[config.mk]
export PLATFORM = sky130hd
export DESIGN_NAME = outerprodrc_ctrl
export DESIGN_NICKNAME = d
export VERILOG_FILES = /design/src/rtl/outerprodrc_ctrl.sv
export SDC_FILE = /design/constraint.sdc
export NUM_CORES = 1
export LEC_CHECK = 0
export ABC_AREA = 1
export CORE_AREA = 2 2 95 143
export DETAILED_ROUTE_END_ITERATION = 8
export DIE_AREA = 0 0 97 145
export HOLD_SLACK_MARGIN = 0.03
export PLACE_DENSITY = 0.65
export SLEW_MARGIN = 10
export SYNTH_ARGS = -nofsm -noshare
export SYNTH_HDL_FRONTEND = slang
export SYNTH_SLANG_ARGS = --single-unit
[constraint.sdc]
create_clock -name iClk -period 4.2 [get_ports iClk]
set_input_delay 0.63 -clock iClk [delete_from_list [all_inputs] [get_ports iClk]]
set_output_delay 0.63 -clock iClk [all_outputs]
set_load 0.01 [all_outputs]
[src/rtl/outerprodrc_ctrl.sv]
// outerprodrc_ctrl
// Sequencing controller for the unary outer-product GEMM array. A job is a
// set of output tiles (row tile, col tile). Each output tile is built from
// KTiles hidden-dimension chunks. For every chunk the controller clears the
// array, runs it for one unary stream of 2^BITWIDTH cycles, and waits LAT
// cycles for the array output to settle. It then strobes the downstream
// accumulator. Finished tiles leave through a valid/ready handshake.
//
// Ports
//   iClk, iRst                : clock, asynchronous active-high reset
//   iStart, iAbort            : job start (sampled in IDLE) and synchronous abort
//   iRowTiles/iColTiles/iKTiles : job dimensions, latched when a start is accepted
//   iReady                    : downstream accepts the finished tile
//   oClr, oEn, oCnt           : array clear strobe, run enable, stream cycle index
//   oRowTile/oColTile/oKTile  : current operand-buffer tile indices
//   oAcc, oAccFirst           : accumulate strobe, and load-instead-of-add (k == 0)
//   oValid                    : finished output tile available
//   oBusy, oDone              : job in progress, one-cycle end-of-job pulse
//
// Every output is a register. Each output is written together with the state
// transition that implies it, so no path exists from an input to an output
// without passing through a flop.
module outerprodrc_ctrl #(
  parameter int BITWIDTH = 8,
  parameter int LAT      = 2,
  parameter int TW       = 8
) (
  input  logic                iClk,
  input  logic                iRst,
  input  logic                iStart,
  input  logic                iAbort,
  input  logic [TW-1:0]       iRowTiles,
  input  logic [TW-1:0]       iColTiles,
  input  logic [TW-1:0]       iKTiles,
  input  logic                iReady,
  output logic                oClr,
  output logic                oEn,
  output logic [BITWIDTH-1:0] oCnt,
  output logic [TW-1:0]       oRowTile,
  output logic [TW-1:0]       oColTile,
  output logic [TW-1:0]       oKTile,
  output logic                oAcc,
  output logic                oAccFirst,
  output logic                oValid,
  output logic                oBusy,
  output logic                oDone
);

  // The drain counter only needs to reach LAT-1. It keeps at least one bit so
  // that the design still elaborates when LAT is 0 (DRAIN is then skipped).
  localparam int DW = (LAT > 1) ? $clog2(LAT) : 1;
  localparam logic [DW-1:0]       DRAIN_LAST = DW'((LAT > 0) ? LAT - 1 : 0);
  localparam logic [BITWIDTH-1:0] CNT_LAST   = '1;

  typedef enum logic [2:0] {
    S_IDLE, S_CLR, S_RUN, S_DRAIN, S_ACC, S_OUT, S_DONE
  } state_t;

  state_t              r_state;
  logic [TW-1:0]       r_rowTiles, r_colTiles, r_kTiles;
  logic [TW-1:0]       r_row, r_col, r_k;
  logic [BITWIDTH-1:0] r_cnt;
  logic [DW-1:0]       r_dcnt;
  logic                r_clr, r_en, r_acc, r_accFirst, r_valid, r_busy, r_done;

  logic w_anyZero, w_kLast, w_colLast, w_rowLast;

  // The latched counts are nonzero whenever these are used, so subtracting
  // one cannot underflow.
  assign w_anyZero = (iRowTiles == '0) || (iColTiles == '0) || (iKTiles == '0);
  assign w_kLast   = (r_k   == r_kTiles   - 1'b1);
  assign w_colLast = (r_col == r_colTiles - 1'b1);
  assign w_rowLast = (r_row == r_rowTiles - 1'b1);

  always_ff @(posedge iClk or posedge iRst) begin
    if (iRst) begin
      r_state    <= S_IDLE;
      r_rowTiles <= '0;
      r_colTiles <= '0;
      r_kTiles   <= '0;
      r_row      <= '0;
      r_col      <= '0;
      r_k        <= '0;
      r_cnt      <= '0;
      r_dcnt     <= '0;
      r_clr      <= 1'b0;
      r_en       <= 1'b0;
      r_acc      <= 1'b0;
      r_accFirst <= 1'b0;
      r_valid    <= 1'b0;
      r_busy     <= 1'b0;
      r_done     <= 1'b0;
    end else begin
      // Strobes are single-cycle unless a transition below re-asserts them.
      r_clr      <= 1'b0;
      r_acc      <= 1'b0;
      r_accFirst <= 1'b0;
      r_done     <= 1'b0;
      if (iAbort) begin
        r_state <= S_IDLE;
        r_en    <= 1'b0;
        r_cnt   <= '0;
        r_dcnt  <= '0;
        r_valid <= 1'b0;
        r_busy  <= 1'b0;
        r_row   <= '0;
        r_col   <= '0;
        r_k     <= '0;
      end else begin
        case (r_state)
          S_IDLE: begin
            if (iStart) begin
              r_rowTiles <= iRowTiles;
              r_colTiles <= iColTiles;
              r_kTiles   <= iKTiles;
              r_row      <= '0;
              r_col      <= '0;
              r_k        <= '0;
              r_busy     <= 1'b1;
              if (w_anyZero) begin
                r_state <= S_DONE;
                r_done  <= 1'b1;
              end else begin
                r_state <= S_CLR;
                r_clr   <= 1'b1;
              end
            end
          end
          S_CLR: begin
            r_state <= S_RUN;
            r_en    <= 1'b1;
            r_cnt   <= '0;
          end
          S_RUN: begin
            if (r_cnt == CNT_LAST) begin
              r_en  <= 1'b0;
              r_cnt <= '0;
              if (LAT == 0) begin
                r_state    <= S_ACC;
                r_acc      <= 1'b1;
                r_accFirst <= (r_k == '0);
              end else begin
                r_state <= S_DRAIN;
                r_dcnt  <= '0;
              end
            end else begin
              r_cnt <= r_cnt + 1'b1;
            end
          end
          S_DRAIN: begin
            if (r_dcnt == DRAIN_LAST) begin
              r_state    <= S_ACC;
              r_acc      <= 1'b1;
              r_accFirst <= (r_k == '0);
            end else begin
              r_dcnt <= r_dcnt + 1'b1;
            end
          end
          S_ACC: begin
            if (!w_kLast) begin
              r_k     <= r_k + 1'b1;
              r_state <= S_CLR;
              r_clr   <= 1'b1;
            end else begin
              r_state <= S_OUT;
              r_valid <= 1'b1;
            end
          end
          S_OUT: begin
            if (iReady) begin
              r_valid <= 1'b0;
              r_k     <= '0;
              if (w_rowLast && w_colLast) begin
                // Indices are held for the DONE cycle and cleared on return to IDLE.
                r_state <= S_DONE;
                r_done  <= 1'b1;
              end else begin
                if (w_colLast) begin
                  r_col <= '0;
                  r_row <= r_row + 1'b1;
                end else begin
                  r_col <= r_col + 1'b1;
                end
                r_state <= S_CLR;
                r_clr   <= 1'b1;
              end
            end
          end
          S_DONE: begin
            r_state <= S_IDLE;
            r_busy  <= 1'b0;
            r_row   <= '0;
            r_col   <= '0;
            r_k     <= '0;
          end
          default: begin
            r_state <= S_IDLE;
            r_en    <= 1'b0;
            r_valid <= 1'b0;
            r_busy  <= 1'b0;
          end
        endcase
      end
    end
  end

  assign oClr      = r_clr;
  assign oEn       = r_en;
  assign oCnt      = r_cnt;
  assign oRowTile  = r_row;
  assign oColTile  = r_col;
  assign oKTile    = r_k;
  assign oAcc      = r_acc;
  assign oAccFirst = r_accFirst;
  assign oValid    = r_valid;
  assign oBusy     = r_busy;
  assign oDone     = r_done;

endmodule
---- Yosys cells after proc, flatten, opt, wreduce, memory -nomap -nowiden ----
Cells that the tools add are included.
operators by class
  $add $sub $neg .......................... 8
  $mul .................................... 0
  divide/modulo/power cells ............... 0
  order comparisons ....................... 0
  eq/ne operators ......................... 21
  shift-type cells ........................ 0
  multiplexer cells ....................... 59
  bitwise operators ....................... 1
  reductions and logical operators ........ 24
operator list
  cell                                                                      count
  8-bit two-way mux                                                         14
  8-bit case mux with 3 select lines                                        2
  8-bit by 1-bit adder with 8-bit output (second input constant)            4
  8-bit logical NOT                                                         4
  8-bit case mux with 4 select lines                                        1
  1-bit two-way mux                                                         26
  8-bit equality test                                                       3
  3-bit two-way mux                                                         8
  3-bit inequality test (second input constant)                             8
  8-bit by 1-bit subtractor with 8-bit output (second input constant)       3
  3-bit case mux with 6 select lines                                        1
  8-bit case mux with 2 select lines                                        1
  5-bit OR reduction                                                        3
  4-bit AND reduction                                                       3
  3-bit equality test (second input constant)                               3
  1-bit case mux with 3 select lines                                        3
  8-bit equality test (second input constant)                               1
  3-bit by 2-bit equality test with 1-bit output (second input constant)    2
  2-bit by 1-bit inequality test with 1-bit output (second input constant)  3
  1-bit case mux with 2 select lines                                        3
  2-bit AND reduction                                                       3
  3-bit AND reduction                                                       2
  3-bit nonzero test                                                        2
  5-bit AND reduction                                                       1
  other kinds (8)                                                           9
word-level totals
  flip-flop bits (word level) ............. 67
  bits in latches ......................... 0
  memory bits (writable) .................. 0
  bits in read-only memories .............. 0
  input bits .............................. 29
  output and inout port bits .............. 39
  logic and storage cells ................. 129
  memories ................................ 0

---- Longest topological paths before layout ----
  depth after elaboration ................. 7
  depth in mapped cells ................... 15
  depth with buffers taken out ............ 15

---- Least setup slack after synthesis ----
OpenSTA, ideal clock, no wires.
  path type ............................... register to register
  start point ............................. register r_colTiles[0]
  end point ............................... register r_col[4] (netlist: oColTile[4])
  setup time .............................. 0.126 ns
  data arrival time ....................... 1.887 ns
  data required time ...................... 4.074 ns
  slack ................................... 2.187 ns
  cell stages (with the launch flop) ...... 15
  buffers on the path ..................... 1
  clock period less this slack ............ 2.013 ns
  cells stage by stage .................... dfrtp_1 inv_1 ha_1 nand2_1 nor2_2 inv_1 nand2_1 nand2_1 nor2_1 nand3_2 nor2_4 nand3_4 nand2_4 buf_8 o21ai_0
between the ends
  word-level cells in the longest chain between the ends .. 7
  elaborated cells between the ends (all ways) .. 10
  classes of those cells .................. add/sub (1); eq/ne (2); mux (5); reduce/logical (2)
ends and longest elaborated chain
  item                                           RTL line  text
  start: declaration                             60        logic [TW-1:0] r_rowTiles, r_colTiles, r_kTiles;
  start signal: assignment                       114       r_colTiles <= iColTiles;
  8-bit by 1-bit subtractor with 8-bit output *  72        assign w_colLast = (r_col == r_colTiles - 1'b1);
  8-bit equality test *                          72
  8-bit two-way mux                              178       if (w_colLast) begin
  8-bit two-way mux                              173       if (w_rowLast && w_colLast) begin
  8-bit two-way mux                              170       if (iReady) begin
  8-bit case mux with 3 select lines             110       case (r_state)
  8-bit two-way mux                              99        if (iAbort) begin
  end signal: assignment                         182       r_col <= r_col + 1'b1;
  end: declaration                               61        logic [TW-1:0] r_row, r_col, r_k;
Mark *: on every way between the ends. The rest lies on a longest branch, timed or not. The select of a mux whose other input is x is not followed.
A chain may end at the register's enable or synchronous reset.

---- Final worst setup path ----
  start point ............................. input port iAbort
  end point ............................... register r_row[4] (netlist: oRowTile[4])
between the ends
  word-level cells in the longest chain between the ends .. 2
  elaborated cells between the ends (all ways) .. 7
  classes of those cells .................. eq/ne (4); mux (1); reduce/logical (2)
ends and longest elaborated chain
  item                                                                          RTL line  text
  start: declaration                                                            31        input logic iAbort,
  3-bit inequality test (no source line) or 4-bit nonzero test (tied branches)  --
  5-bit AND reduction (no source line)                                          --
  end signal: assignment                                                        180       r_row <= r_row + 1'b1;
  end: declaration                                                              61
Several ways; a longest one is shown, not always the timed one.

==> impl_metrics.env <==
export IMPL_p_per_area_mw_per_mm2=509.8
export IMPL_syn_nets=680
export IMPL_cts_resized=0
export IMPL_dp_hpwl_mm=8.811
export IMPL_startpoint_type="input pin"
export IMPL_outcome="completed"
export IMPL_routed_wl_mm=11.54
export IMPL_hold_path_end="oValid"
export IMPL_row_count=51
export IMPL_p_int_uw=1721
export IMPL_track_usage_pct=17.12
export IMPL_grt_max_degree=37
export IMPL_r2r_start="r_colTiles[0]"
export IMPL_start_util_pct=34.59
export IMPL_grt_pass1_wl_mm=19.58
export IMPL_fillers=1333
export IMPL_worstPathMaxFanout=11
export IMPL_io_pins=68
export IMPL_critPathMaxStageDelay_ps=690
export IMPL_drt_iter0_markers=188
export IMPL_yosys_register_bits=67
export IMPL_cts_setup_buffers=0
export IMPL_end_kind="register"
export IMPL_gr_total_overflow=0
export IMPL_pwr_share_comb_pct=37.3
export IMPL_leakage_uw=0.002723
export IMPL_fin_util_pct=43.61
export IMPL_crit_path_frequent_cell="nand2_1"
export IMPL_criticalPathCategory="in2reg"
export IMPL_area_delta_synth_final_pct=26.06
export IMPL_ys_warn_count=0
export IMPL_die_w_um=97
export IMPL_instances_no_fill=876
export IMPL_finalCritPeriodShare_pct=59.16
export IMPL_tritoncts="done"
export IMPL_clk_path_buf_depth=2
export IMPL_worstPathCellList="clkdlybuf4s50_1, nor2_1, nand2_2, nor2_1, inv_1, nand2_1, inv_1, nand2_1, inv_1, nand3_2, nand2_1, nand2_1"
export IMPL_fmax_ghz=0.4024
export IMPL_synth_distinct_cells=35
export IMPL_cts_num_sinks=67
export IMPL_skew_ps=6.917
export IMPL_placed_cells=860
export IMPL_p_sw_uw=1130
export IMPL_synthCells=643
export IMPL_clock_latency_ps=340
export IMPL_place_congestion=0.8760
export IMPL_peakVddDrop_v=0.0002103
export IMPL_worstHoldPathType="reg2reg"
export IMPL_ant_nets=0
export IMPL_tightest_slew_ps=944.4
export IMPL_r2r_end="oRowTile[4]"
export IMPL_syn_avg_cell_area_sq_um=6.900
export IMPL_antenna_found_initial=0
export IMPL_drv_slew=0
export IMPL_portBuffers=67
export IMPL_avgViaCountPerCell=4.761
export IMPL_cp_required_ps=4420
export IMPL_ys_seq_area_share_pct=37.79
export IMPL_fin_setup_tns_ps=0
export IMPL_hold_start="oValid"
export IMPL_p_clk_share_pct=29.3
export IMPL_antenna_cells=0
export IMPL_min_period_ps=2485
export IMPL_nets=749
export IMPL_grt_pass1_vias=4173
export IMPL_vias=4171
export IMPL_die_h_um=145
export IMPL_clkTransAtPathRegs_ps=50
export IMPL_switching_share_pct=39.62
export IMPL_rsz0062_at_grt="false"
export IMPL_timing_final_setup_violations=0
export IMPL_cts_hold_buf=0
export IMPL_drv_cap=0
export IMPL_critPathArrivalTime_ps=2710
export IMPL_hold_depth=2
export IMPL_hold_worst_slack_ps=497.3
export IMPL_slowest_stage="clkdlybuf4s50_1"
export IMPL_wl_per_cell_um=13.17
export IMPL_core_area_sq_mm=0.01283
export IMPL_ff2ff_path_depth=15
export IMPL_final_hold_violation_count=0
export IMPL_cts_made_buffers=9
export IMPL_sequentialPowerShare_pct=33.4
export IMPL_cts_max_level=3
export IMPL_r2r_slack_ps=1900
export IMPL_root_buffer="clkbuf_16"
export IMPL_firstDrtPassIters=6
export IMPL_drive_above_1_share_pct=5.718
export IMPL_total_power_uw=2851
export IMPL_die_area_sq_mm=0.01407
export IMPL_syn_area_sq_mm=0.004437
export IMPL_slew_headroom_pct=36.89
export IMPL_route_detailed_drc=0
==> how the worst max path moves through the flow <==
stage,from,end,slack [ps],cells after the start
after floorplan,iRst,oAcc,1890,1
after global placement,iAbort,oRowTile[5],1470,12
after detailed placement,iAbort,oRowTile[4],1400,12
after CTS,iAbort,oRowTile[4],1750,12
after global routing,iAbort,oRowTile[3],1460,12
final,iAbort,oRowTile[4],1720,12
==> logic make-up after synthesis <==
group                      synth area share [%]
buffers and inverters                     10.26
and+or+nand+nor                           35.28
AOI/OAI and AO/OA                         7.727
muxes                                    0.9870
DFF                                       37.79
adders and majority gates                 2.256
xor gates and xnor gates                  5.697
==> sequential cells by signal, indices dropped and copies added (netlist names), 3 cells and up <==
| name | flops |
|---|---|
| r_rowTiles | 8 |
| oKTile | 8 |
| oRowTile | 8 |
| oCnt | 8 |
| r_colTiles | 8 |
| r_state | 3 |
| oColTile | 8 |
| r_kTiles | 8 |
==> metrics by stage <==
stage / instance area (sq um) / setup WS [ps]
final: 5593 / 1715
after global routing: 5593 / 1464
after detailed placement: 5264 / 1399
after CTS: 5593 / 1747
after floorplan: 4437 / 1887
after global placement: 5264 / 1472
==> critical path, delay by kind of cell <==
kind / cells / cell delay (ps)
buffers and inverters: 4 / 1160
and+or+nand+nor: 8 / 920
==> cell usage after synthesis <==
master	n	area, sq um
a21oi_1	16	80.08
and3_1	1	6.260
buf_2	3	15.01
buf_8	1	15.01
clkbuf_1	6	22.52
clkbuf_2	1	5.000
dfrtp_1	67	1677
ha_1	8	100.1
inv_1	104	390.4
inv_2	2	7.510
mux2_2	3	33.78
mux2i_1	1	10.01
nand2_1	167	626.9
nand2_2	5	31.28
nand2_4	1	11.26
nand3_1	54	270.3
nand3_2	2	20.02
nand3_4	1	17.52
nand3b_1	2	15.01
nand4_1	25	156.4
nor2_1	73	274.0
nor2_2	3	18.77
nor2_4	1	11.26
nor3_1	12	60.06
nor3b_1	2	15.01
nor4_1	4	25.02
o21ai_0	39	195.2
o21ai_1	4	20.02
o21ai_2	3	26.28
o22ai_1	1	6.260
o31ai_1	2	15.01
or2_2	1	6.260
xnor2_1	6	52.55
xor2_1	21	183.9
xor2_2	1	16.27
==> metal layers <==
layer  vias to the layer above  global-route usage [%]  part of all wire [%]
met2                        71                   31.39                    52
met1                      1897                   19.23                    42
met5                         -                       0                     0
met4                         0                   7.465                   2.9
met3                        19                   2.842                   2.9
li1                       2184                       -                     -
==> power groups by stage <==
stage | combinational, uW | clock (uW) | sequential, uW
after floorplan | 845 | 0 | 910
after global placement | 1050 | 0 | 959
after detailed placement | 1060 | 0 | 958
after CTS | 1070 | 853 | 951
after global routing | 1230 | 884 | 975
final | 1060 | 835 | 952
==> area by class of cell <==
type                    count  area (sq um)  share of cell area, %
clock inverters             4         72.57                  1.298
multi-input cells         459          2305                  41.21
repair buffers             69         685.7                  12.26
well taps                 159         198.9                  3.557
clock buffers              12         256.5                  4.586
inverters                 106         397.9                  7.114
flip-flops and latches     67          1677                  29.98
==> cell usage in the layout, fill, tap and decap left out, drive strengths merged <==
cell type      netlist  routed
nand3               57      57
nand2              173     173
clkinv               0       1
xor2                22      22
mux2                 3       3
ha                   8       8
mux2i                1       1
nor2                77      77
a21oi               16      16
clkinvlp             0       1
xnor2                6       6
bufinv               0       2
nor4                 4       4
and3                 1       1
clkbuf               7      12
nor3b                2       2
o21ai               46      46
nand3b               2       2
buf                  4       2
dfrtp               67      67
inv                106     106
o22ai                1       1
nand4               25      25
or2                  1       1
nor3                12      12
o31ai                2       2
clkdlybuf4s50        0      67
No activity file was read; power rests on OpenSTA's default activity.
